===== src/rtl/guess_entry.sv =====
// Guessing-game front end: synchronizes and debounces the guess button and switches,
// emits one submit pulse per press, and registers the guess against the secret.
module guess_entry #(
    parameter int unsigned DEBOUNCE_CYCLES = 4,
    parameter int unsigned GUESS_W         = 8
) (
    input  logic               clk,
    input  logic               reset,
    input  logic               key_n,
    input  logic [GUESS_W-1:0] sw,
    input  logic [GUESS_W-1:0] secret,
    output logic               submit,
    output logic [GUESS_W-1:0] guess,
    output logic               too_high,
    output logic               too_low,
    output logic               correct,
    output logic               busy
);

    localparam int unsigned       CNT_W    = $clog2(DEBOUNCE_CYCLES + 1);
    localparam logic [CNT_W-1:0]  DEB_MAX  = CNT_W'(DEBOUNCE_CYCLES);
    localparam logic [CNT_W-1:0]  REL_LAST = CNT_W'(DEBOUNCE_CYCLES - 1);
    localparam logic [CNT_W-1:0]  CNT_ONE  = CNT_W'(1);

    typedef enum logic [2:0] {
        IDLE,
        DEB_PRESS,
        SUBMIT,
        WAIT_REL,
        WON
    } state_t;

    state_t             state;
    logic [CNT_W-1:0]   cnt;
    logic               key_p0, key_p1;
    logic [GUESS_W-1:0] sw_p0, sw_p1;
    logic               pressed;

    // Stage p0/p1: two-flop synchronizers for the asynchronous button and switches
    always_ff @(posedge clk) begin
        if (reset) begin
            key_p0 <= 1'b1;
            key_p1 <= 1'b1;
            sw_p0  <= '0;
            sw_p1  <= '0;
        end else begin
            key_p0 <= key_n;
            key_p1 <= key_p0;
            sw_p0  <= sw;
            sw_p1  <= sw_p0;
        end
    end

    assign pressed = ~key_p1;

    // Debounce FSM: all outputs registered alongside the state
    always_ff @(posedge clk) begin
        if (reset) begin
            state    <= IDLE;
            cnt      <= '0;
            submit   <= 1'b0;
            guess    <= '0;
            too_high <= 1'b0;
            too_low  <= 1'b0;
            correct  <= 1'b0;
            busy     <= 1'b0;
        end else begin
            case (state)
                IDLE: begin
                    if (pressed) begin
                        state <= DEB_PRESS;
                        cnt   <= CNT_ONE;
                        busy  <= 1'b1;
                    end
                end
                DEB_PRESS: begin
                    if (!pressed) begin
                        state <= IDLE;
                        cnt   <= '0;
                        busy  <= 1'b0;
                    end else if (cnt == DEB_MAX) begin
                        // Guess and verdict are captured on the same edge submit rises
                        state    <= SUBMIT;
                        cnt      <= '0;
                        submit   <= 1'b1;
                        guess    <= sw_p1;
                        too_high <= (sw_p1 > secret);
                        too_low  <= (sw_p1 < secret);
                        correct  <= (sw_p1 == secret);
                    end else begin
                        cnt <= cnt + CNT_ONE;
                    end
                end
                SUBMIT: begin
                    submit <= 1'b0;
                    cnt    <= '0;
                    state  <= correct ? WON : WAIT_REL;
                end
                WAIT_REL: begin
                    if (pressed) begin
                        cnt <= '0;
                    end else if (cnt == REL_LAST) begin
                        state <= IDLE;
                        cnt   <= '0;
                        busy  <= 1'b0;
                    end else begin
                        cnt <= cnt + CNT_ONE;
                    end
                end
                WON: begin
                    state <= WON;
                end
                default: begin
                    state  <= IDLE;
                    cnt    <= '0;
                    submit <= 1'b0;
                    busy   <= 1'b0;
                end
            endcase
        end
    end

endmodule


===== config.mk =====
export PLATFORM = sky130hd
export DESIGN_NAME = guess_entry
export DESIGN_NICKNAME = d
export VERILOG_FILES = /design/src/rtl/guess_entry.sv
export SDC_FILE = /design/constraint.sdc
export NUM_CORES = 1
export LEC_CHECK = 0
export ABC_CLOCK_PERIOD_IN_PS = 1730
export CORE_MARGIN = 2
export CORE_UTILIZATION = 35
export CTS_CLUSTER_SIZE = 16
export DETAILED_ROUTE_END_ITERATION = 10
export PLACE_DENSITY_LB_ADDON = 0.15
export SLEW_MARGIN = 10
export SYNTH_ARGS = -nofsm -noshare
export SYNTH_HDL_FRONTEND = slang
export SYNTH_SLANG_ARGS = --single-unit

===== constraint.sdc =====
create_clock -name clk -period 1.73 [get_ports clk]
set_clock_uncertainty 0.2 [all_clocks]
set_input_delay 0.346 -clock clk [delete_from_list [all_inputs] [get_ports clk]]
set_output_delay 0.346 -clock clk [all_outputs]
set_load 0.02 [all_outputs]

# [After elaboration in Yosys (flattened, before gate mapping)]
# Cells that the tools add are included.
[word_totals] reg_bits=37 latch_bits=0 mem_bits_rw=0 romBits=0 inputBits=19 out_inout_bits=13 elab_cells=61 mem_count=0
[op_classes] addsub=1 multipliers=0 div=0 n_lt_le_gt_ge=2 n_eq_ne=14 n_shift=0 muxes=20 n_bitwise=4 reduce_logical=8
[op_table] op="$mux 3" count=10
[op_table] op="$pmux 3 s5" count=1
[op_table] op="$ne 2x2->1 const B" count=6
[op_table] op="$pmux 3 s4" count=1
[op_table] op="$eq 3x2->1 const B" count=3
[op_table] op="$eq 8x8->1" count=1
[op_table] op="$gt 8x8->1" count=1
[op_table] op="$lt 8x8->1" count=1
[op_table] op="$eq 3x3->1 const B" count=2
[op_table] op="$mux 1" count=6
[op_table] op="$reduce_and 3->1" count=2
[op_table] op="$reduce_and 5->1" count=1
[op_table] op="$not 1->1" count=4
[op_table] op="$pmux 1 s4" count=1
[op_table] op="$reduce_and 4->1" count=1
[op_table] op="$add 3x1->3 const B" count=1
[op_table] op="$eq 3x1->1 const B" count=1
[op_table] op="$logic_not 3->1" count=1
[op_table] op="$ne 3x3->1 const B" count=1
[op_table] op="$reduce_or 3->1" count=1
[op_table] op="$pmux 1 s2" count=1
[op_table] op="$reduce_and 2->1" count=1
[op_table] op="$reduce_or 2->1" count=1

# [Longest topological paths before layout]
[depth] depth_word=4 mapped_depth=7

# [Least setup slack after synthesis]
# Ideal clock, no wire load.
[synth_path] path_type="input-to-reg" from="in secret[1]" to="reg too_high" setup_ns=0.120 arrival_time_ns=1.307 required_time_ns=1.410 setup_slack_ns=0.103 stages=6 path_buffers=0 cell_sequence="inv_1 > ha_1 > nor2b_1 > o211ai_1 > a21boi_0 > o31a_1"
[synth_between] elab_chain_cells=1
[synth_rtl] element="start, declared" line="11" source="input logic [GUESS_W-1:0] secret,"
[synth_rtl] element="$gt 8x8->1" line="87" source="too_high <= (sw_p1 > secret);"
[synth_rtl] element="end signal, assigned" line="87"
[synth_rtl] element="end, declared" line="14" source="output logic too_high,"
# No other way between the ends.
# A chain may end at the register's enable or synchronous reset.

# [Final worst setup path]
[layout_path] from="reg cnt[0]" to="reg cnt[0]"
[layout_between] elab_chain_cells=4 elab_cells_between_ends=8 classes_between="add/sub (1); eq/ne (2); mux (5)"
[layout_rtl] element="start, declared" line="34" source="logic [CNT_W-1:0] cnt;"
[layout_rtl] element="start signal, assigned" line="91" source="cnt <= cnt + CNT_ONE;"
[layout_rtl] element="start signal, assigned" line="107" source="cnt <= cnt + CNT_ONE;"
[layout_rtl] element="$add 3x1->3 (tied with other cells)" line="91, 107"
[layout_rtl] element="$mux 3 (on tied branches)" line="102, 81"
[layout_rtl] element="$mux 3 (on tied branches)" line="100, 77"
[layout_rtl] element="$pmux 3 s4 (*)" line="68" source="case (state)"
# Every way passes the cells marked *; elsewhere a longest branch is shown, timed or not.

==> metrics.md <==
| Metric | Value |
|---|---|
| Outcome | `finished clean` |
| R2R setup slack | `60 ps` |
| Io pins | `32` |
| CTS Buf Count | `5` |
| Vias in the first global route | `1273` |
| Clk sinks | `37` |
| Largest area contributor in the netlist | `dfxtp_1` |
| Max-slew violation count | `0` |
| CTS tree | `built` |
| Post-synth top area share | `0.454` |
| Mapped Nets | `202` |
| Hold Path Cell Cnt | `1` |
| Worst Path Buf+Inv | `0` |
| Nets@finish | `241` |
| Clock Latency Late Sink | `290 ps` |
| Commonest non-fill, non-tap cell in the layout | `dfxtp_1` |
| Layout area overhead | `37.1%` |
| Synth warn | `0` |
| Largest net degree at the start of global routing | `17` |
| Initial core utilization | `0.370` |
| Post-Syn Area | `1630 um^2` |
| Synthesized area per cell | `9.54 um^2` |
| CTS max path bufs | `2` |
| Worst relative slew slack | `0.762` |
| EDFF count, synth | `0` |
| Crit path required time | `1710 ps` |
| Crit-path max FO | `4` |
| Critical path arrival | `1650 ps` |
| CTS Hold Buffers Added | `0` |
| Max incr delay on CP | `370 ps` |
| Lkg Pwr | `1.01 nW` |
| Ant diodes | `0` |
| Hold Path Class | `flop to flop` |
| Vias/cell | `4.94` |
| Final core utilization | `0.507` |
| First-iteration detailed-routing DRC count | `30` |
| Detailed Route WL | `3.42 mm` |
| Cells after Synth | `171` |
| Clk pin slew, worst setup/hold paths | `70 ps` |
| Synth Flop Type | `dfxtp_1` |
| Worst setup SP type | `flop` |
| Highest-count cells in the layout ignoring fill and taps | `dfxtp_1, nor2b_1, dlygate4sd2_1` |
| Share of cells above drive strength 1 | `0.229` |
| Root Buffer | `clkbuf_8` |
| Max-Cap Viols | `0` |
| Reg2Reg Launch Point | `cnt[0]` |
| Worst hold path startpoint | `key_p0` |
| Final hold slack | `212 ps` |
| WS Path Type | `flop to flop` |
| Worst path slowest cell | `dfxtp_2` |
| Row cnt | `24` |
| Library cells used by synthesis | `41` |
| Die width | `72.3 um` |
| Post-synthesis async set-or-reset flop share | `0` |
| Setup TNS | `0 ps` |
| Die Ht | `72.3 um` |
| Final Setup Violations | `0` |
| Synth area leaders | `dfxtp_1, ha_1, nor2b_1` |
| Reg2reg end | `cnt[0]` |
| Grt ovf | `0` |
| Period utilisation layout | `0.965` |
| CTS H-Tree Depth | `2` |
| Post-DRT Antenna Nets | `0` |
| Vias | `1294` |
| Antenna violations before repair | `0` |
| Gp weighted congestion | `0.849` |
| Fmax | `599 MHz` |
| Register area share after synthesis | `0.454` |
| Drt pass-1 iters | `4` |
| First-pass GRT wire length | `5.75 mm` |
| Worst Hold Endpoint | `key_p1` |
| WL per Instance | `13.0 um` |
| Input/output buffers | `31` |
| Reg2Reg Depth | `6` |
| Setup slack after placement | `-479 ps` |
| Setup Fix Bufs, Post-CTS | `0` |
| Crit-path cells | `ha_1, ha_2, and4b_1, a21oi_2, o32ai_2, a32o_1` |
| Core area | `4410 um^2` |
| Setup ws final | `61.4 ps` |
| CP top delay family | `compound AO/OA/AOI/OAI gates` |
| GRT Total Usage | `0.142` |
| PwrDens | `779 nW/um^2` |
| Crit end category | `flop` |
| Worst vdd ir | `451 uV` |
| DIE AREA | `5220 um^2` |
| DRC Markers | `0` |
| Yosys reg bits | `37` |
| Minimum clock period | `1670 ps` |
| HPWL Detailed | `2.52 mm` |
| Slew at the pin closest to its max-slew limit | `357 ps` |
| Fin. Hold Viols | `0` |
| RSZ-0062 raised after global routing | `false` |
| Stages on the worst setup path | `6` |
registers in the layout, indices dropped and copies added, names as in the netlist, 3 cells and up:
name / cells
guess: 8
sw_p0: 8
sw_p1: 8
cnt: 3
state: 3
stage by stage:
stage | instances | power (mW) | area (um^2)
final | 262 | 1.74 | 2240
after global routing | 262 | 1.82 | 2240
after CTS | 262 | 1.75 | 2190
after detailed placement | 255 | 1.12 | 2030
after global placement | 255 | 1.11 | 2030
after floorplan | 171 | 1.03 | 1630
cells in the mapped netlist, types with 2 or more instances:
cell	instances
mux2i_1	8
nand4_1	2
inv_2	2
nor2_1	14
a21oi_1	13
clkbuf_1	3
nand3b_1	2
o21ai_1	4
dfxtp_1	37
buf_2	3
nand3_1	2
or2_2	2
and4_1	2
ha_1	12
nor3_1	2
inv_1	13
o21ai_0	3
nand2_1	8
nor2b_1	17
how the worst max path moves through the flow:
stage               startpoint        to  slack (ps)
CTS                  secret[7]  too_high           3
floorplan            secret[1]  too_high         100
detailed placement   secret[1]  too_high        -480
global placement     secret[1]  too_high        -430
finish                  cnt[0]    cnt[0]          60
global route            cnt[1]   too_low           4
power breakdown:
part | switching (mW) | total, mW | leakage (nW) | internal (mW)
Clock | 0.302 | 0.617 | 0.0433 | 0.315
Combinational | 0.106 | 0.222 | 0.664 | 0.116
Sequential | 0.0198 | 0.902 | 0.303 | 0.883
Total | 0.428 | 1.74 | 1.01 | 1.31
final cells by class:
type,instances,area [um^2]
fillers,420,2180
multi-input cells,111,918
flip-flops and latches,37,743
repair buffers,40,364
clock buffers,6,82.6
well taps,52,65.1
inverters,15,56.3
clock inverters,1,7.51
routing by layer:
metal | vias up | GRT usage | share of wire
li1 | 659 | - | -
met1 | 597 | 0.184 | 0.49
met2 | 32 | 0.220 | 0.45
met3 | 6 | 0.0472 | 0.047
met4 | 0 | 0.0545 | 0.015
met5 | - | 0 | 0
timing repair:
item	CTS	global route
gates resized for setup	34	13
gates cloned	0	0
pin swaps	9	6
endpoints found under the setup margin	16	13
cell families after synthesis:
logic type,count (synthesis),synth area share
AND/OR/NAND/NOR,60,0.217
flip-flops,37,0.454
AO/OA/AOI/OAI,31,0.126
buffers and inverters,23,0.0621
adder cells (fa/ha/maj),12,0.0920
multiplexers,8,0.0491
No activity file was read; power rests on OpenSTA's default activity.
==> patch (same settings) <==
Change the parameter `GUESS_W` from 8 to 6.
--- a/src/rtl/guess_entry.sv
+++ b/src/rtl/guess_entry.sv
@@ -2,7 +2,7 @@
 // emits one submit pulse per press, and registers the guess against the secret.
 module guess_entry #(
     parameter int unsigned DEBOUNCE_CYCLES = 4,
-    parameter int unsigned GUESS_W         = 8
+    parameter int unsigned GUESS_W         = 6
 ) (
     input  logic               clk,
     input  logic               reset,
Interface: changed (resized guess, secret and sw); port bits go from 32 to 26. The function was not compared with the original's and may differ.
==> patch against the unedited design <==
Worst setup slack got worse by 0.012 ns. Area after synthesis fell by 15%. Cell area fell by 11%. Power fell by 7.7%. Sequential power fell by 14%. Sequential cell count fell by 6. Clock power fell by 5.2%. Synthesized cell count fell by 9.4%. Wire length fell by 13%. Global-route usage rose by 0.83 points. Largest cell class unchanged. Highest routed layer unchanged.
==> patch: results (changes against the unedited design) <==
global_route:
  grt_pass1_wl_mm: 4.88  # was 5.75 mm
  grt_pass1_vias: 1119  # was 1273
  use_met3: 0.0507  # was 0.0472
  gr-usage-met1: 0.180  # was 0.184
  antenna_found_initial: 0  # unchanged
  grt_max_degree: 32  # was 17
  grt.total_usage: 0.151  # was 0.142
  met2_usage: 0.239  # was 0.220
clock_network:
  clockBufferDepth: 2  # unchanged
  cts_max_level: 2  # unchanged
  numCtsBuffers: 5  # unchanged
  root_buffer: "clkbuf_8"  # unchanged
  clk_latency_ns: 0.29  # about the same
  cts.clk_slew.worst_paths_ns: 0.07  # about the same
placed_design:
  port_buffers: 25  # was 31
  dp_cells: 234  # was 255
  gp_congestion: 0.829  # was 0.849
  hpwl_mm: 2.01  # was 2.52 mm
synth:
  yosys_warnings: 0  # unchanged
  synthFlopType: "dfxtp_1"  # unchanged
  syn_area_per_cell_sq_um: 8.92  # was 9.54 sq um
  synthTopCellsByCount: "dfxtp_1, nand2_1, a21oi_1"  # was dfxtp_1, nor2b_1, nor2_1
  async_reset_ff_frac: 0  # unchanged
  synth_cell_types: 33  # was 41
  ys_top_cells_by_area: "dfxtp_1, ha_1, nand2_1, a21oi_1, nor2b_1"  # was dfxtp_1, ha_1, nor2b_1, mux2i_1, a21oi_1
  yosysSeqAreaShare: 0.449  # was 0.454
  synth.net_count: 180  # was 202
cells_and_area:
  reg_top3: "guess (6), sw_p0 (6), sw_p1 (6)"  # was guess (8), sw_p0 (8), sw_p1 (8)
  antenna_cells: 0  # unchanged
  stdcell_count: 244  # was 262
  drive_above_1_share: 0.255  # was 0.229
  fillers: 348  # was 420
  fin_nets: 220  # was 241
hold_path:
  hold_path.startpoint: "key_p0"  # unchanged
  min_path_cells: 1  # unchanged
  min_path_type: "reg2reg"  # unchanged
  worstHoldEndpoint: "key_p1"  # unchanged
route:
  wire_per_inst_microns: 12.1  # was 13.0 microns
  firstDrtPassIters: 4  # unchanged
  avgViaCountPerCell: 4.81  # was 4.94
  drt_iter0_markers: 75  # was 30
setup_path:
  rr_startpoint: "cnt[0]"  # unchanged
  critPathMaxFanout: 4  # unchanged
  slowest_stage: "or4_4"  # was dfxtp_2
  timing.rr.end: "too_high"  # was cnt[0]
  r2r_slack_ns: 0.05
  reg2reg_depth: 5  # was 6
  cp_data_arrival_time_ns: 1.68  # was 1.65 ns
  cpLargestDelayFamily: "simple AND/OR/NAND/NOR gates"  # was compound AO/OA/AOI/OAI gates
  max_stage_delay_ns: 0.46  # was 0.37 ns
timing:
  hold_violations: 0  # unchanged
  slew_headroom: 0.803  # was 0.762
status:
  run_status: "complete, no violations"  # unchanged
power:
  peakVddDrop_mv: 0.406  # was 0.451 mV
  p_leak_nw: 0.826  # was 1.01 nW
patch: changes by cell type in the layout (fill, tap and decap cells not counted), sizes merged, moves of 6 or more:
| cell | unedited run | this run |
|---|---|---|
| dlygate4sd2 | 17 | 11 |
| mux2i | 8 | 1 |
| nand2 | 9 | 23 |
| nor2 | 14 | 7 |
| dfxtp | 37 | 31 |
| buf | 9 | 15 |
| nor2b | 18 | 12 |
patch: layer usage:
metal,vias to the layer above,part of all wire
li1,598,-
met1,540,0.46
met2,27,0.47
met3,8,0.049
met4,0,0.023
met5,-,0
patch: worst max path at each step:
stage | from | endpoint | slack, ns | cells past startpoint
2_1_floorplan | cnt[0] | cnt[0] | -0.006 | 5
3_3_place_gp | secret[4] | too_high | -0.33 | 6
3_5_place_dp | secret[5] | too_high | -0.39 | 6
4_1_cts | cnt[0] | too_high | -0.02 | 5
5_1_grt | secret[1] | too_low | -0.01 | 6
6_report | cnt[0] | too_high | 0.05 | 5
patch: metrics by stage:
step / worst slack [ns] / cell area [sq um] / total power [mW] / hold WS, ns / utilization
after floorplan: -0.00622 / 1400 / 0.922 / 0.189 / -
after global placement: -0.326 / 1780 / 1.01 / 0.191 / 0.478
after detailed placement: -0.395 / 1780 / 1.02 / 0.193 / 0.478
after CTS: -0.0216 / 1910 / 1.61 / 0.211 / 0.515
after global routing: -0.0110 / 1990 / 1.69 / 0.218 / 0.535
final: 0.0492 / 1990 / 1.61 / 0.211 / 0.535
patch: power by group:
group / switching [mW] / leakage (nW) / internal (mW)
logic: 0.119 / 0.531 / 0.127
registers: 0.0314 / 0.255 / 0.746
clock network: 0.298 / 0.0408 / 0.287
total: 0.448 / 0.826 / 1.16
patch: final cells by class:
cell class,count,share of cell area
multi-input cells,104,0.390
flip-flops and latches,31,0.314
repair buffers,40,0.193
clock buffers,5,0.0346
well taps,48,0.0302
inverters,13,0.0258
clock inverters,3,0.0119
patch: cell families after synthesis:
family,share of synthesized area
DFF,0.449
buffers and inverters,0.0679
and+or+nand+nor,0.235
muxes,0.00724
adders and majority gates,0.0905
xor gates and xnor gates,0.00634
AOI/OAI and AO/OA,0.144
patch: timing repair:
action | CTS | global route
pin swaps | 7 | 8
resized for setup | 19 | 14
setup endpoints to repair | 14 | 10
setup buffers | 1 | 1
